===== src/rtl/bp_update_ctrl_pkg.sv =====
// Shared widths, FIFO depth, FSM encoding and entry layout for the branch-predictor update path.
// The global_params values are defined here (guarded) so every file of this slice sees the same widths.
`ifndef XLEN
`define XLEN 32
`endif
`ifndef BP_SIZE
`define BP_SIZE 16
`endif
`ifndef BP_SIZE_WIDTH
`define BP_SIZE_WIDTH 4
`endif

package bp_update_ctrl_pkg;

  localparam int XLEN          = `XLEN;
  localparam int BP_SIZE       = `BP_SIZE;
  localparam int BP_SIZE_WIDTH = `BP_SIZE_WIDTH;
  localparam int FIFO_DEPTH    = 4;
  localparam int ENTRY_W       = BP_SIZE_WIDTH + 2;

  localparam logic [BP_SIZE_WIDTH-1:0] LAST_IDX = BP_SIZE_WIDTH'(BP_SIZE - 1);

  typedef enum logic {
    ST_IDLE  = 1'b0,
    ST_CLEAR = 1'b1
  } state_e;

  typedef struct packed {
    logic [BP_SIZE_WIDTH-1:0] index;
    logic                     jump;
    logic                     correct;
  } bp_entry_t;

  // Only the low address bits index the predictor table.
  function automatic bp_entry_t make_entry(input logic [XLEN-1:0] addr,
                                           input logic jump, input logic correct);
    bp_entry_t e;
    e.index   = addr[BP_SIZE_WIDTH-1:0];
    e.jump    = jump;
    e.correct = correct;
    return e;
  endfunction

endpackage


===== src/rtl/bp_update_ctrl_fifo.sv =====
// Four-entry update queue: two pushes (slot 0 before slot 1) and one pop per cycle.
module bp_update_fifo
  import bp_update_ctrl_pkg::*;
(
  input  logic               i_clk,
  input  logic               i_rst_n,
  input  logic               i_push0,
  input  logic [ENTRY_W-1:0] i_data0,
  input  logic               i_push1,
  input  logic [ENTRY_W-1:0] i_data1,
  input  logic               i_pop,
  input  logic               i_flush,
  output logic [ENTRY_W-1:0] o_head,
  output logic [2:0]         o_count
);

  logic [ENTRY_W-1:0] r_mem [FIFO_DEPTH];
  logic [1:0]         r_wrPtr;
  logic [1:0]         r_rdPtr;
  logic [2:0]         r_count;
  logic [1:0]         w_slot1Ptr;
  logic [2:0]         w_enqCnt;

  assign w_slot1Ptr = i_push0 ? r_wrPtr + 2'd1 : r_wrPtr;
  assign w_enqCnt   = {2'b00, i_push0} + {2'b00, i_push1};
  assign o_head     = r_mem[r_rdPtr];
  assign o_count    = r_count;

  always_ff @(posedge i_clk) begin
    if (i_push0) r_mem[r_wrPtr] <= i_data0;
    if (i_push1) r_mem[w_slot1Ptr] <= i_data1;
  end

  // A flush discards everything, including entries pushed in the same cycle.
  always_ff @(posedge i_clk or negedge i_rst_n) begin
    if (!i_rst_n) begin
      r_wrPtr <= 2'd0;
      r_rdPtr <= 2'd0;
      r_count <= 3'd0;
    end else if (i_flush) begin
      r_wrPtr <= 2'd0;
      r_rdPtr <= 2'd0;
      r_count <= 3'd0;
    end else begin
      r_wrPtr <= r_wrPtr + w_enqCnt[1:0];
      if (i_pop) r_rdPtr <= r_rdPtr + 2'd1;
      r_count <= r_count + w_enqCnt - {2'b00, i_pop};
    end
  end

endmodule


===== src/rtl/bp_update_ctrl.sv =====
// Serialises dual-slot ROB branch updates onto the single predictor write port and runs table clears.
module bp_update_ctrl
  import bp_update_ctrl_pkg::*;
(
  input  logic                     i_clk,
  input  logic                     i_rst_n,
  input  logic                     i_rob_bp_enable0,
  input  logic [XLEN-1:0]          i_rob_bp_inst_addr0,
  input  logic                     i_rob_bp_jump0,
  input  logic                     i_rob_bp_correct0,
  input  logic                     i_rob_bp_enable1,
  input  logic [XLEN-1:0]          i_rob_bp_inst_addr1,
  input  logic                     i_rob_bp_jump1,
  input  logic                     i_rob_bp_correct1,
  input  logic                     i_clr_req,
  output logic                     o_bpu_full,
  output logic                     o_bp_wr_enable,
  output logic [BP_SIZE_WIDTH-1:0] o_bp_wr_index,
  output logic                     o_bp_wr_jump,
  output logic                     o_bp_wr_correct,
  output logic                     o_bp_wr_clear,
  output logic                     o_clr_done,
  output logic                     o_bpu_overflow,
  output logic [XLEN-1:0]          o_upd_cnt
);

  state_e                   r_state;
  logic [BP_SIZE_WIDTH-1:0] r_walkIdx;
  logic                     r_wrEnable;
  logic [BP_SIZE_WIDTH-1:0] r_wrIndex;
  logic                     r_wrJump;
  logic                     r_wrCorrect;
  logic                     r_wrClear;
  logic                     r_lastClear;
  logic                     r_clrDone;
  logic                     r_overflow;
  logic [XLEN-1:0]          r_updCnt;

  logic [2:0]         w_count;
  logic [ENTRY_W-1:0] w_headBits;
  bp_entry_t          w_head;
  logic               w_full;
  logic               w_push0;
  logic               w_push1;
  logic               w_pop;
  logic               w_flush;
  logic               w_unusedAddrBits;

  // Full at three entries so the ROB can always drop two updates in after seeing it low.
  assign w_full  = (w_count >= 3'd3) || (r_state == ST_CLEAR);
  assign w_push0 = i_rob_bp_enable0 && !w_full;
  assign w_push1 = i_rob_bp_enable1 && !w_full;
  assign w_flush = (r_state == ST_IDLE) && i_clr_req;
  assign w_pop   = (r_state == ST_IDLE) && !i_clr_req && (w_count != 3'd0);
  assign w_head  = bp_entry_t'(w_headBits);

  assign w_unusedAddrBits = ^{i_rob_bp_inst_addr0[XLEN-1:BP_SIZE_WIDTH],
                              i_rob_bp_inst_addr1[XLEN-1:BP_SIZE_WIDTH]};

  bp_update_fifo u_fifo (
    .i_clk   (i_clk),
    .i_rst_n (i_rst_n),
    .i_push0 (w_push0),
    .i_data0 (make_entry(i_rob_bp_inst_addr0, i_rob_bp_jump0, i_rob_bp_correct0)),
    .i_push1 (w_push1),
    .i_data1 (make_entry(i_rob_bp_inst_addr1, i_rob_bp_jump1, i_rob_bp_correct1)),
    .i_pop   (w_pop),
    .i_flush (w_flush),
    .o_head  (w_headBits),
    .o_count (w_count)
  );

  // IDLE drains one queued update per cycle; CLEAR walks every table index, then returns.
  always_ff @(posedge i_clk or negedge i_rst_n) begin
    if (!i_rst_n) begin
      r_state     <= ST_IDLE;
      r_walkIdx   <= '0;
      r_wrEnable  <= 1'b0;
      r_wrIndex   <= '0;
      r_wrJump    <= 1'b0;
      r_wrCorrect <= 1'b0;
      r_wrClear   <= 1'b0;
      r_lastClear <= 1'b0;
      r_clrDone   <= 1'b0;
      r_overflow  <= 1'b0;
      r_updCnt    <= '0;
    end else begin
      r_wrEnable  <= 1'b0;
      r_wrClear   <= 1'b0;
      r_lastClear <= 1'b0;
      r_clrDone   <= r_lastClear;
      if (w_full && (i_rob_bp_enable0 || i_rob_bp_enable1)) r_overflow <= 1'b1;
      case (r_state)
        ST_IDLE: begin
          if (i_clr_req) begin
            r_state   <= ST_CLEAR;
            r_walkIdx <= '0;
          end else if (w_pop) begin
            r_wrEnable  <= 1'b1;
            r_wrIndex   <= w_head.index;
            r_wrJump    <= w_head.jump;
            r_wrCorrect <= w_head.correct;
            r_updCnt    <= r_updCnt + 1'b1;
          end
        end
        ST_CLEAR: begin
          r_wrEnable  <= 1'b1;
          r_wrClear   <= 1'b1;
          r_wrIndex   <= r_walkIdx;
          r_wrJump    <= 1'b0;
          r_wrCorrect <= 1'b0;
          r_walkIdx   <= r_walkIdx + 1'b1;
          if (r_walkIdx == LAST_IDX) begin
            r_state     <= ST_IDLE;
            r_lastClear <= 1'b1;
          end
        end
        default: r_state <= ST_IDLE;
      endcase
    end
  end

  assign o_bpu_full      = w_full;
  assign o_bp_wr_enable  = r_wrEnable;
  assign o_bp_wr_index   = r_wrIndex;
  assign o_bp_wr_jump    = r_wrJump;
  assign o_bp_wr_correct = r_wrCorrect;
  assign o_bp_wr_clear   = r_wrClear;
  assign o_clr_done      = r_clrDone;
  assign o_bpu_overflow  = r_overflow;
  assign o_upd_cnt       = r_updCnt;

endmodule


===== config.mk =====
export PLATFORM = sky130hd
export DESIGN_NAME = bp_update_ctrl
export DESIGN_NICKNAME = d
export VERILOG_FILES = /design/src/rtl/bp_update_ctrl_pkg.sv /design/src/rtl/bp_update_ctrl_fifo.sv /design/src/rtl/bp_update_ctrl.sv
export SDC_FILE = /design/constraint.sdc
export NUM_CORES = 1
export LEC_CHECK = 0
export ABC_AREA = 1
export BUFFER_PORTS_ARGS = -buffer_cell sky130_fd_sc_hd__buf_4
export CORE_AREA = 2 2 99 101
export CTS_CLUSTER_SIZE = 24
export DETAILED_ROUTE_END_ITERATION = 8
export DIE_AREA = 0 0 101 103
export HOLD_SLACK_MARGIN = 0.06
export PLACE_DENSITY = 0.73
export SLEW_MARGIN = 10
export SYNTH_ARGS = -nofsm -noshare
export SYNTH_HDL_FRONTEND = slang
export SYNTH_HIERARCHICAL = 1
export SYNTH_SLANG_ARGS = --single-unit

===== constraint.sdc =====
create_clock -name i_clk -period 2.2 [get_ports i_clk]
set_input_delay 0.11 -clock i_clk [delete_from_list [all_inputs] [get_ports i_clk]]
set_output_delay 0.11 -clock i_clk [all_outputs]
set_load 0.05 [all_outputs]

# Yosys cells after proc, flatten, opt, wreduce, memory -nomap -nowiden

Memories as Yosys holds them, arrays and structs flattened.
Index checks and enable logic that the tools add are counted.

Register bits after elaboration: 55
Memory bits (writable): 24
Bits of input ports: 73
Output and inout bits: 43
Logic and storage cells: 73
Memories kept: 1

Add/sub/neg operators: 8
$lt $le $gt $ge: 1
Equality and inequality tests: 4
Muxes and demuxes: 29
Bitwise gates (word level): 2
Reductions and logical operators: 14

Memories:

| name         | depth | width | read ports | clocked after Yosys merged registers in | wr ports | line                      | RTL |
|---|---|---|---|---|---|---|---|
| u_fifo.r_mem | 4     | 6     | 1          | 0                                       | 2        | bp_update_ctrl_fifo.sv:17 | `logic [ENTRY_W-1:0] r_mem [FIFO_DEPTH];` |

Operators by type and width:

| operator                                                                             | count |
|---|---|
| 32-bit by 1-bit adder with 32-bit output (second input constant)                     | 1 |
| 4-bit case mux with 2 select lines                                                   | 2 |
| 1-bit two-way mux                                                                    | 15 |
| 4-bit two-way mux                                                                    | 3 |
| 2-bit two-way mux                                                                    | 4 |
| 1-bit case mux with 2 select lines                                                   | 4 |
| 1-bit logical AND                                                                    | 6 |
| 2-bit by 1-bit adder with 2-bit output (second input constant)                       | 2 |
| 4-bit by 1-bit adder with 4-bit output (second input constant)                       | 1 |
| 4-bit equality test (second input constant)                                          | 1 |
| 2-bit inequality test (second input constant)                                        | 2 |
| 3-bit adder                                                                          | 1 |
| 3-bit by 2-bit greater-or-equal comparator with 1-bit output (second input constant) | 1 |
| 3-bit two-way mux                                                                    | 1 |
| 3-bit AND reduction                                                                  | 1 |
| 3-bit nonzero test                                                                   | 1 |
| 3-bit by 1-bit subtractor with 3-bit output                                          | 1 |
| 1-bit by 1-bit adder with 2-bit output                                               | 1 |
| 2-bit adder                                                                          | 1 |
| 1-bit logical NOT                                                                    | 2 |
| 1-bit logical OR                                                                     | 2 |
| 2-bit by 1-bit inequality test with 1-bit output (second input constant)             | 1 |
| 1-bit NOT                                                                            | 2 |
| 2-bit AND reduction                                                                  | 1 |
| 2-bit nonzero test                                                                   | 1 |

# Longest topological paths before layout

Gate-level depths: netlist of the first run.

Depth after elaboration: 8
Mapped depth: 15
Depth with buffers taken out: 14

# By module

The synthesis of the first run kept the hierarchy.

Modules (own cells, without submodules):

| module         | instances | cells an instance | area an instance (sq um) | seq. area each (sq um) |
|---|---|---|---|---|
| bp_update_ctrl | 1         | 304               | 2489.9                   | 1201.2 |
| bp_update_fifo | 1         | 211               | 1873.0                   | 895.9 |

# Worst setup path after synthesis of the first run

Ideal clock, no wire load.

Path type: reg2reg
Start point: reg r_state
End point: reg u_fifo.r_count[2] (netlist: u_fifo/o_count[2])
Library setup time: 0.117 ns
Data arrival time: 2.581 ns
Data required time: 2.083 ns
Setup slack: -0.497 ns
Stages on the path, launching flop included: 16
Path buffers: 1
Period minus slack after synthesis: 2.697 ns
Cell sequence: dfrtp_1 > buf_2 > inv_2 > nand2_1 > nor2_1 > ha_1 > inv_1 > ha_1 > inv_1 > ha_1 > inv_1 > fa_1 > inv_1 > nand2_1 > nand2_1 > nor2_1

Cells in the longest elaborated chain, start to end: 7
Elaborated cells between the ends (all ways): 12
Classes of those cells: add/sub: 3; mux: 1; bitwise: 1; reduce/logical: 7

Ends and longest elaborated chain:

| item                                        | line                      | RTL |
|---|---|---|
| start, declared                             | bp_update_ctrl.sv:27      | `state_e r_state;` |
| start signal, assigned                      | bp_update_ctrl.sv:76      | `r_state <= ST_IDLE;` |
| start signal, assigned                      | bp_update_ctrl.sv:96      | `r_state <= ST_CLEAR;` |
| start signal, assigned                      | bp_update_ctrl.sv:114     | `r_state <= ST_IDLE;` |
| 1-bit logical OR                            | bp_update_ctrl.sv:50      | `assign w_full = (w_count >= 3'd3) \|\| (r_state == ST_CLEAR);` |
| net o_bpu_full                              | bp_update_ctrl.sv:16      | `output logic o_bpu_full,` |
| 1-bit logical NOT                           | bp_update_ctrl.sv:51      | `assign w_push0 = i_rob_bp_enable0 && !w_full;` |
| 1-bit logical AND                           | bp_update_ctrl.sv:51      |  |
| net w_push0                                 | bp_update_ctrl.sv:43      | `logic w_push0;` |
| 1-bit by 1-bit adder with 2-bit output      | bp_update_ctrl_fifo.sv:25 | `assign w_enqCnt = {2'b00, i_push0} + {2'b00, i_push1};` |
| 3-bit adder                                 | bp_update_ctrl_fifo.sv:47 | `r_count <= r_count + w_enqCnt - {2'b00, i_pop};` |
| 3-bit by 1-bit subtractor with 3-bit output | bp_update_ctrl_fifo.sv:47 |  |
| 3-bit two-way mux                           | bp_update_ctrl_fifo.sv:40 | `end else if (i_flush) begin` |
| end signal, assigned                        | bp_update_ctrl_fifo.sv:47 |  |
| end, declared                               | bp_update_ctrl_fifo.sv:20 | `logic [2:0] r_count;` |

The timed path passes the listed nets, and every way through them passes these cells.
A chain may end at the register's enable or synchronous reset.

# Final worst setup path of the first run

Start point: reg u_fifo.r_count[1] (netlist: u_fifo/o_count[1])
End point: reg u_fifo.r_count[1] (netlist: u_fifo/o_count[1])

Cells in the longest elaborated chain, start to end: 8
Elaborated cells between the ends (all ways): 11
Classes of those cells: add/sub: 3; order compare: 1; mux: 1; reduce/logical: 6

Ends and longest elaborated chain:

| item                                                         | line |
|---|---|
| 3-bit by 2-bit greater-or-equal comparator with 1-bit output | bp_update_ctrl.sv:50 |
| 1-bit logical OR                                             | bp_update_ctrl.sv:50 |
| 1-bit logical NOT                                            | bp_update_ctrl.sv:51 |
| 1-bit logical AND                                            | bp_update_ctrl.sv:51 |
| net w_push0                                                  | bp_update_ctrl.sv:43 |
| 1-bit by 1-bit adder with 2-bit output                       | bp_update_ctrl_fifo.sv:25 |
| 3-bit adder                                                  | bp_update_ctrl_fifo.sv:47 |
| 3-bit by 1-bit subtractor with 3-bit output                  | bp_update_ctrl_fifo.sv:47 |
| 3-bit two-way mux                                            | bp_update_ctrl_fifo.sv:40 |

The timed path passes the listed nets, and every way through them passes these cells.

==> out/qor.txt, run 1 <==
peak supply drop: 493 uV
initial core utilization: 46.1%
first-pass GRT wire length: 15.9 mm
sequential area share after synthesis: 48.1%
Detailed Routing Iterations Pass 1: 4
CP bufs+invs: 3
worst slew pin tran: 692 ps
routed length per placed instance: 13.4 um
Worst EP arrival: 2410 ps
Max Freq: 457 MHz
Mapped Nets: 600
share of cells above drive strength 1: 23.1%
CTS buffer count: 9
WP depth: 11
vias: 3718
Max-slew headroom: 53.9%
warnings from Yosys: 6
io pins: 116
Crit. End Element: register
power per cell area: 953 nW/um^2
Die X: 101 um
final hold viol count: 0
clk root buf: clkbuf_8
slowest cell on the critical path: fa_2
crit path setup slack, layout: 14.0 ps
Antenna diodes: 0
Chip Height: 103 um
Sw Ratio: 38.5%
Clock Power Share: 24.8%
gr ovfl total: 0
HP Class: primary input to register
# setup viols final: 0
Final Critical Period: 2190 ps
critical path required time: 2420 ps
DR iter-0 viols: 223
P_int: 3.16 mW
Netlist Area Pre-Place: 4360 um^2
gr usage total: 19.4%
Max FO, Critical Path: 3
Net Sw Power: 1.97 mW
clock skew: 8.80 ps
die area: 10400 um^2
critical path's most frequent cell: ha_4
Critical Path, Cell by Cell: a21oi_4 -> nand2_8 -> nor2_4 -> ha_4 -> inv_2 -> ha_4 -> inv_4 -> ha_4 -> inv_2 -> fa_2 -> nor2_1
CTS tree: done
number of global-route vias before repair: 3534
IO buf count: 59
Yosys cell types: 34
part of the power in registers: 38.6%
fin crit share: 99.4%
Vias per Instance: 5.19
pre-CTS WS: -65.6 ps
Final Max Tran Viols: 0
Reg2Reg Depth: 11
area delta synth->final: 23.5%
largest net degree at the start of global routing: 56
slowest stage delay, CP: 500 ps
# clock sinks: 79
crit path from: u_fifo/o_count[1]
DP HPWL: 7.15 mm
total routed wirelength: 9.60 mm
Max Root-Sink Buffers: 2
Layout Nets: 683
most frequent cells in the layout: nand2_1, buf_4, nor2_1
worst hold path depth: 3
DRC: 0
GP Congestion: 0.919
Setup Crit Path Kind: register to register
#FFs+latches synth: 79
status: finished clean
Placeable Area: 9460 um^2
Routed Antenna Nets: 0
Rows: 36
CP Launch Type: register
LEAKAGE: 2.50 nW
clk_lat worst skew: 350 ps
Mapped Cells: 515
H-tree level count: 3
Mean Syn Cell Area: 8.47 um^2
final hold slack: 118 ps
Gate power share: 36.7%
clock slew at reported path FFs: 80 ps
most common library cell in the layout ignoring fill and taps: nand2_1
Reg2Reg Launch Point: u_fifo/o_count[1]
MaxCap Viol Count: 0
RSZ-0062 raised after global routing: yes
hold path startpoint: i_rob_bp_correct1
delay-heaviest family, CP: adder cells
antenna violations before repair: 0
[state kept, by name, summed over array words and instances, names as in the netlist, 2 cells and up]
name and count:
r_walkIdx 4, u_fifo/r_rdPtr 2, u_fifo/o_count 3, o_upd_cnt 32, u_fifo/r_wrPtr 2, o_bp_wr_index 4
u_fifo/r_mem 24
[through the flow]
stage / setup TNS (ps) / instances / power (mW) / utilization [%] / area, um^2
2_1_floorplan: -28.0 / 515 / 3.37 / - / 4430
3_3_place_gp: 0 / 690 / 3.77 / 53.0 / 5010
3_5_place_dp: -65.6 / 690 / 3.84 / 53.0 / 5010
4_1_cts: 0 / 717 / 5.16 / 56.9 / 5380
5_1_grt: -119 / 717 / 5.47 / 57.0 / 5390
6_report: 0 / 717 / 5.13 / 57.0 / 5390
[final cells by class]
class / count / area, um^2
Fill cell: 864 / 4070
Multi-Input combinational cell: 375 / 2050
Timing Repair Buffer: 85 / 661
Clock inverter: 6 / 108
Clock buffer: 10 / 128
Inverter: 48 / 198
Tap cell: 114 / 143
Sequential cell: 79 / 2100
[worst min-delay path: stages]
cell     delay, ps
buf_4          100
nand4_1         90
nand2_1         70
[power by group through the flow]
stage / clock (mW) / combinational [mW] / sequential, mW
after floorplan: 0 / 1.11 / 2.27
after global placement: 0 / 1.77 / 2.00
final: 1.27 / 1.88 / 1.98
after detailed placement: 0 / 1.83 / 2.01
after CTS: 1.29 / 1.88 / 1.99
after global routing: 1.37 / 2.09 / 2.02
[per-layer routing]
metal | track usage (%) | vias to the layer above | part of all wire (%)
met2 | 36.5 | 119 | 52
met1 | 22.5 | 1747 | 41
met3 | 3.59 | 14 | 5.5
li1 | - | 1838 | -
met4 | 6.03 | 0 | 1.5
met5 | 0 | - | 0
[synth_stat cells (all sizes together)]
cell type | n | share of area (%)
nand4 | 36 | 5.2
o21ai | 16 | 1.8
or2 | 1 | 0.14
dfrtp | 55 | 32
buf | 13 | 2.5
nor2 | 72 | 8.0
edfxtp | 24 | 17
ha | 11 | 3.2
a31oi | 3 | 0.43
xor2 | 6 | 1.2
nand2 | 180 | 17
a32o | 1 | 0.23
a22o | 1 | 0.20
o211ai | 1 | 0.17
a21oi | 2 | 0.23
nand3b | 1 | 0.17
nand3 | 20 | 2.8
xnor2 | 16 | 3.4
inv | 48 | 4.3
and3 | 1 | 0.14
fa | 1 | 0.46
o22ai | 6 | 0.86
[worst paths after layout]
kind                                 endpoint  slack [ps]
max                         u_fifo/o_count[1]          10
min                        u_fifo/r_mem[2][0]         120
max reg2reg                 u_fifo/o_count[1]          10
min reg2reg                        o_clr_done         360
max in group asynchronous   u_fifo/r_rdPtr[1]        1390
min in group asynchronous       o_upd_cnt[17]         350
[kinds of logic after synthesis]
group	count (synthesis)	share of synthesized area (%)
and+or+nand+nor	311	33.0
xor gates and xnor gates	22	4.59
adders and majority gates	12	3.61
DFF	79	48.1
AOI/OAI and AO/OA	30	3.96
buffers and inverters	61	6.80
[what timing repair did]
item | CTS | global route
gates resized for setup | 7 | 3
setup buffers | 2 | 0
hold buffers | 9 | 0
setup endpoints to repair | 2 | 2
pin swaps | 7 | 2
hold endpoints to repair | 70 | 0
Note: power is estimated with default switching activity, not from simulation.
==> run 2, diff against run 1 <==
SETUP_SLACK_MARGIN = 0.05   (was not set)
==> run 2 against run 1 <==
Wire length grew 5.1%. Non-clock buffer count grew 3. First-iteration DRC count shrank 28%. Clock skew shrank 1.6 ps. Clock power shrank 3%. Setup slack is essentially flat. Worst hold slack lost 9.1 ps. Sequential share of layout area shrank 0.12 points. Cell area grew 0.30%. Via count shrank 0.35%. Maximum frequency is essentially flat.
==> out/qor.txt, run 2 (synthesis results as in run 1) <==
number of global-route vias before repair: 3541
slowest cell on the critical path: fa_2
LEAKAGE: 2.51 nW
met3 usage: 3.25%
routed length per placed instance: 14.0 um
FF/Latch Area: 2100 um^2
most common library cell in the layout ignoring fill and taps: nand2_1
Placeable Area: 9460 um^2
flip-flop count of the largest register after layout: 32
Vias per Instance: 5.15
Worst EP arrival: 2420 ps
Routed Antenna Nets: 0
CTS tree: done
antenna violations before repair: 0
worst hold path depth: 3
status: finished clean
final hold slack: 109 ps
Reg2Reg Launch Point: u_fifo/o_count[1]
Detailed Routing Iterations Pass 1: 4
CTS buffer count: 9
clk_lat worst skew: 360 ps
grt peak-use layer: met2
FF-to-FF setup slack: 10 ps
initial core utilization: 46.1%
HP Class: primary input to register
sink of the worst hold path: u_fifo/r_mem[0][4]
Final Critical Period: 2190 ps
CP Launch Type: register
Chip Height: 103 um
IO buf count: 59
MaxCap Viol Count: 0
Max FO, Critical Path: 3
delay-heaviest family, CP: adder cells
peak supply drop: 455 uV
slowest stage delay, CP: 530 ps
gr ovfl total: 0
hold path startpoint: i_rob_bp_inst_addr1[2]
DR iter-0 viols: 160
gr usage total: 20.5%
DP HPWL: 7.60 mm
setup_tns: 0 ps
fin crit share: 99.4%
Antenna diodes: 0
Max-slew headroom: 54.8%
RSZ-0062 raised after global routing: yes
Max Freq: 458 MHz
clock slew at reported path FFs: 90 ps
fillers: 820
met1 Resource Use GR: 24.4%
Crit. End Element: register
power per cell area: 946 nW/um^2
Rows: 36
Final Max Tran Viols: 0
most frequent cells in the layout: nand2_1, buf_4, nor2_1
clk root buf: clkbuf_8
Max Root-Sink Buffers: 2
clock skew: 7.21 ps
final hold viol count: 0
Die X: 101 um
# clock sinks: 79
io pins: 116
area delta synth->final: 23.9%
Critical Path, Cell by Cell: a21oi_4 -> nand2_8 -> nor2_4 -> ha_4 -> inv_2 -> ha_4 -> inv_2 -> ha_4 -> inv_2 -> fa_2 -> nor2_2
first-pass GRT wire length: 16.5 mm
grt met2 use: 36.9%
footprint of the multi-input gates: 2060 um^2
H-tree level count: 3
Layout Nets: 686
critical path required time: 2440 ps
GP Congestion: 0.934
# setup viols final: 0
dpl cells: 690
die area: 10400 um^2
vias: 3705
share of cells above drive strength 1: 23.9%
DRC: 0
post-route insts no fill: 720
total routed wirelength: 10.1 mm
FF-to-FF End: u_fifo/o_count[1]
Setup Crit Path Kind: register to register
CP bufs+invs: 3
Reg2Reg Depth: 11
worst slew pin tran: 677 ps
largest net degree at the start of global routing: 56
[run 2: layout make-up]
cell class                      instances  area share, %
Multi-Input combinational cell        375           38.1
Clock buffer                            9           2.29
Clock inverter                          7           1.94
Tap cell                              114           2.64
Inverter                               48           3.61
Sequential cell                        79           38.8
Timing Repair Buffer                   88           12.6
[run 2: worst min-delay path, stage by stage]
cell     delay (ps)
buf_4           100
nand4_1          90
nand2_1          70
[run 2: worst max path at each step]
stage                 startpoint                 to  slack [ps]  depth (start not counted)
2_1_floorplan  u_fifo/o_count[0]  u_fifo/o_count[1]         -20                         11
3_3_place_gp   u_fifo/o_count[1]  u_fifo/o_count[1]          30                         11
3_5_place_dp   u_fifo/o_count[1]  u_fifo/o_count[1]        -0.4                         11
4_1_cts        u_fifo/o_count[0]  u_fifo/o_count[1]          -6                         11
5_1_grt        u_fifo/o_count[1]  u_fifo/o_count[1]         -40                         11
6_report       u_fifo/o_count[1]  u_fifo/o_count[1]          10                         11
[run 2: power breakdown]
| group | total (mW) | switching (mW) | internal, mW |
|---|---|---|---|
| sequential | 1.97 | 0.225 | 1.74 |
| clock | 1.23 | 0.578 | 0.656 |
| combinational | 1.91 | 1.23 | 0.676 |
| total | 5.11 | 2.04 | 3.08 |
[run 2: what timing repair did]
item                                    in CTS  in global routing
gates resized for setup                      1                  2
endpoints found under the setup margin       2                  2
setup buffers                                2                  3
endpoints found under the hold margin       71                  0
hold buffers                                 9                  0
pin swaps                                    6                  2
gates cloned                                 0                  0
[run 2: per-layer routing]
layer | routed length [um] | up-vias
li1 | - | 1842
met1 | 4180 | 1741
met2 | 5150 | 105
met3 | 556 | 17
met4 | 213 | 0
met5 | 0 | -
[run 2: stage by stage]
stage	setup WS (ps)	cell area, um^2	total power [mW]	utilization [%]
after detailed placement	-0.442	5040	3.87	53.3
after global placement	31.9	5040	3.81	53.3
after CTS	-5.87	5380	5.12	56.8
after floorplan	-18.1	4460	3.40	-
final	14.3	5400	5.11	57.1
after global routing	-37.1	5400	5.46	57.1
==> run 3, diff against run 2 <==
ABC_AREA = not set   (was 1)
CAP_MARGIN = 20   (was not set)
CORE_AREA = 4 4 97 99   (was 2 2 99 101)
==> run 3 against run 2 <==
The run now ends with negative setup slack left. Clock skew increased by 0.93 ps. Non-clock buffer count is 2 higher. Combinational power down 21%. Count of clock-buffer cells in the layout is 2 higher. Sequential power is 3% lower. Utilization grew 1.9 points. First-iteration DRC count fell by 50%. Critical endpoint unchanged. Largest cell class unchanged.
==> out/qor.txt, run 3 <==
Critical Path, Cell by Cell: a211oi_4 -> and2_4 -> ha_4 -> inv_4 -> ha_4 -> inv_2 -> ha_4 -> inv_2 -> fa_2 -> nor2_1
Layout Nets: 490
# setup viols final: 7
CTS buffer count: 9
CTS tree: done
Net Sw Power: 1.58 mW
fin crit share: 105%
crit path setup slack, layout: -113 ps
sequential area share after synthesis: 53.4%
EDFF count, synth: 24
Yosys cell types: 47
Chip Height: 103 um
Max Freq: 432 MHz
DP HPWL: 5.88 mm
clock skew: 8.15 ps
Clock Power Share: 23.4%
IO buf count: 59
die area: 10400 um^2
vias: 2692
DR iter-0 viols: 80
Detailed Routing Iterations Pass 1: 4
area share of the largest cell type after synthesis: 35.0%
mux cell area share after synthesis: 11.6%
Die X: 101 um
Placeable Area: 8550 um^2
area leader, netlist: dfrtp_1
Max FO, Critical Path: 3
DRC: 0
Max-slew headroom: 54.0%
most frequent cell after synthesis: dfrtp_1
clk_lat worst skew: 340 ps
simple-gate share of the synthesized area: 15.0%
Final Critical Period: 2310 ps
Worst EP arrival: 2520 ps
initial core utilization: 45.9%
first-pass GRT wire length: 13.8 mm
clock slew at reported path FFs: 80 ps
critical path's most frequent cell: ha_4
share of cells above drive strength 1: 39.3%
Sw Ratio: 35.4%
largest family of logic cells by synthesized area: simple AND/OR/NAND/NOR gates
synth cell count leaders: dfrtp_1, nand2_1, edfxtp_1, xor2_1
CP Launch Type: register
routed length per placed instance: 15.9 um
gr usage total: 16.9%
slowest stage delay, CP: 510 ps
Final Max Tran Viols: 0
MaxCap Viol Count: 0
warnings from Yosys: 6
Power, Total: 4.47 mW
Synth Area in Adders: 4.01%
peak supply drop: 425 uV
H-tree level count: 3
Area contributors post-synth: dfrtp_1, edfxtp_1, mux2_2, xor2_1, ha_1
most frequent cells in the layout: buf_4, dfrtp_1, xor2_1, edfxtp_1
largest net degree at the start of global routing: 56
#FFs+latches synth: 79
number of global-route vias before repair: 2749
Mean Syn Cell Area: 12.5 um^2
part of the power in registers: 43.0%
Mapped Nets: 400
status: complete, but fails checks
pre-CTS WS: -166 ps
RSZ-0062 raised after global routing: yes
async set-reset flop share out of synthesis: 69.6%
Crit. End Element: register
delay-heaviest family, CP: adder cells
clk root buf: clkbuf_8
Vias per Instance: 5.20
gr ovfl total: 0
LEAKAGE: 2.28 nW
flip-flop count of the largest register after layout: 32
HP Class: primary input to register
critical path required time: 2410 ps
top_reg_cell synth: dfrtp_1
total routed wirelength: 8.25 mm
slowest cell on the critical path: fa_2
XOR/XNOR share of the synthesized area: 8.47%
power per cell area: 885 nW/um^2
final hold viol count: 0
area delta synth->final: 28.6%
P_int: 2.89 mW
antenna violations before repair: 0
Rows: 34
most common library cell in the layout ignoring fill and taps: buf_4
CP bufs+invs: 3
Setup Crit Path Kind: register to register
Max Root-Sink Buffers: 2
worst slew pin tran: 690 ps
Gate power share: 33.6%
Netlist Area Pre-Place: 3930 um^2
Routed Antenna Nets: 0
Antenna diodes: 0
failing checks: negative setup slack
complex-gate fraction of the synthesized area: 4.08%
# clock sinks: 79
design area: 5050 um^2
io pins: 116
Mapped Cells: 315
GP Congestion: 0.741
Area after DPL: 4660 um^2
## run 3: path summary, 6_finish.rpt
path	to	start	slack, ps	cells past startpoint
min	u_fifo/r_mem[3][0]	i_rob_bp_correct0	100	2
max	u_fifo/o_count[1]	u_fifo/o_count[0]	-110	10
max reg2reg	u_fifo/o_count[1]	u_fifo/o_count[0]	-110	10
max in group asynchronous	r_walkIdx[0]	i_rst_n	1390	2
min in group asynchronous	o_upd_cnt[9]	i_rst_n	360	2
min reg2reg	o_clr_done	r_lastClear	360	0
## run 3: layout make-up
cell class | count | area [um^2]
Clock buffer | 11 | 131
Clock inverter | 5 | 58.8
Fill cell | 680 | 3500
Inverter | 16 | 62.6
Multi-Input combinational cell | 209 | 1810
Sequential cell | 79 | 2100
Tap cell | 108 | 135
Timing Repair Buffer | 90 | 759
## run 3: metrics by stage
stage | hold slack [ps] | TNS, ps | utilization (%) | instances
final | 98.1 | -274 | 59.1 | 518
after global placement | 200 | -202 | 54.5 | 492
after CTS | 76.9 | -193 | 57.6 | 513
after global routing | 73.2 | -1550 | 59.1 | 518
after detailed placement | 206 | -567 | 54.5 | 492
after floorplan | -186 | -67.1 | - | 315
## run 3: cell families (layout without fill, tap and decap cells)
logic type / count (synthesis) / count (layout)
flops: 79 / 79
buf+inv: 27 / 122
fa+ha+maj: 12 / 12
xor+xnor: 38 / 38
simple gates: 104 / 104
compound gates: 20 / 20
mux: 35 / 35
## run 3: worst register-to-register path, cell delays in order, from the launching register on
cell	delay, ps
dfrtp_1	420
a211oi_4	330
and2_4	220
ha_4	220
inv_4	60
ha_4	190
inv_2	60
ha_4	120
inv_2	30
fa_2	510
nor2_1	40
## run 3: power groups by stage
stage               clock network, mW  registers, mW  logic (mW)
floorplan                           0           2.17       0.716
global placement                    0           1.94        1.38
detailed placement                  0           1.94        1.42
CTS                              1.07           1.92        1.46
global route                     1.14           1.95        1.63
finish                           1.04           1.92        1.50
## run 3: repair_timing
item,in CTS,in global routing
gates cloned,0,1
endpoints found under the setup margin,44,52
pin swaps,5,5
hold buffers,4,0
hold endpoints to repair,57,0
setup buffers,2,4
gates resized for setup,4,17
## run 3: per-layer routing
metal  vias up  share of wire, %  GRT usage [%]
li1       1289                 -              -
met1      1340                44           21.4
met2        59                51           29.1
met3         4               4.5           3.32
met4         0              0.35           5.73
met5         -                 0              0
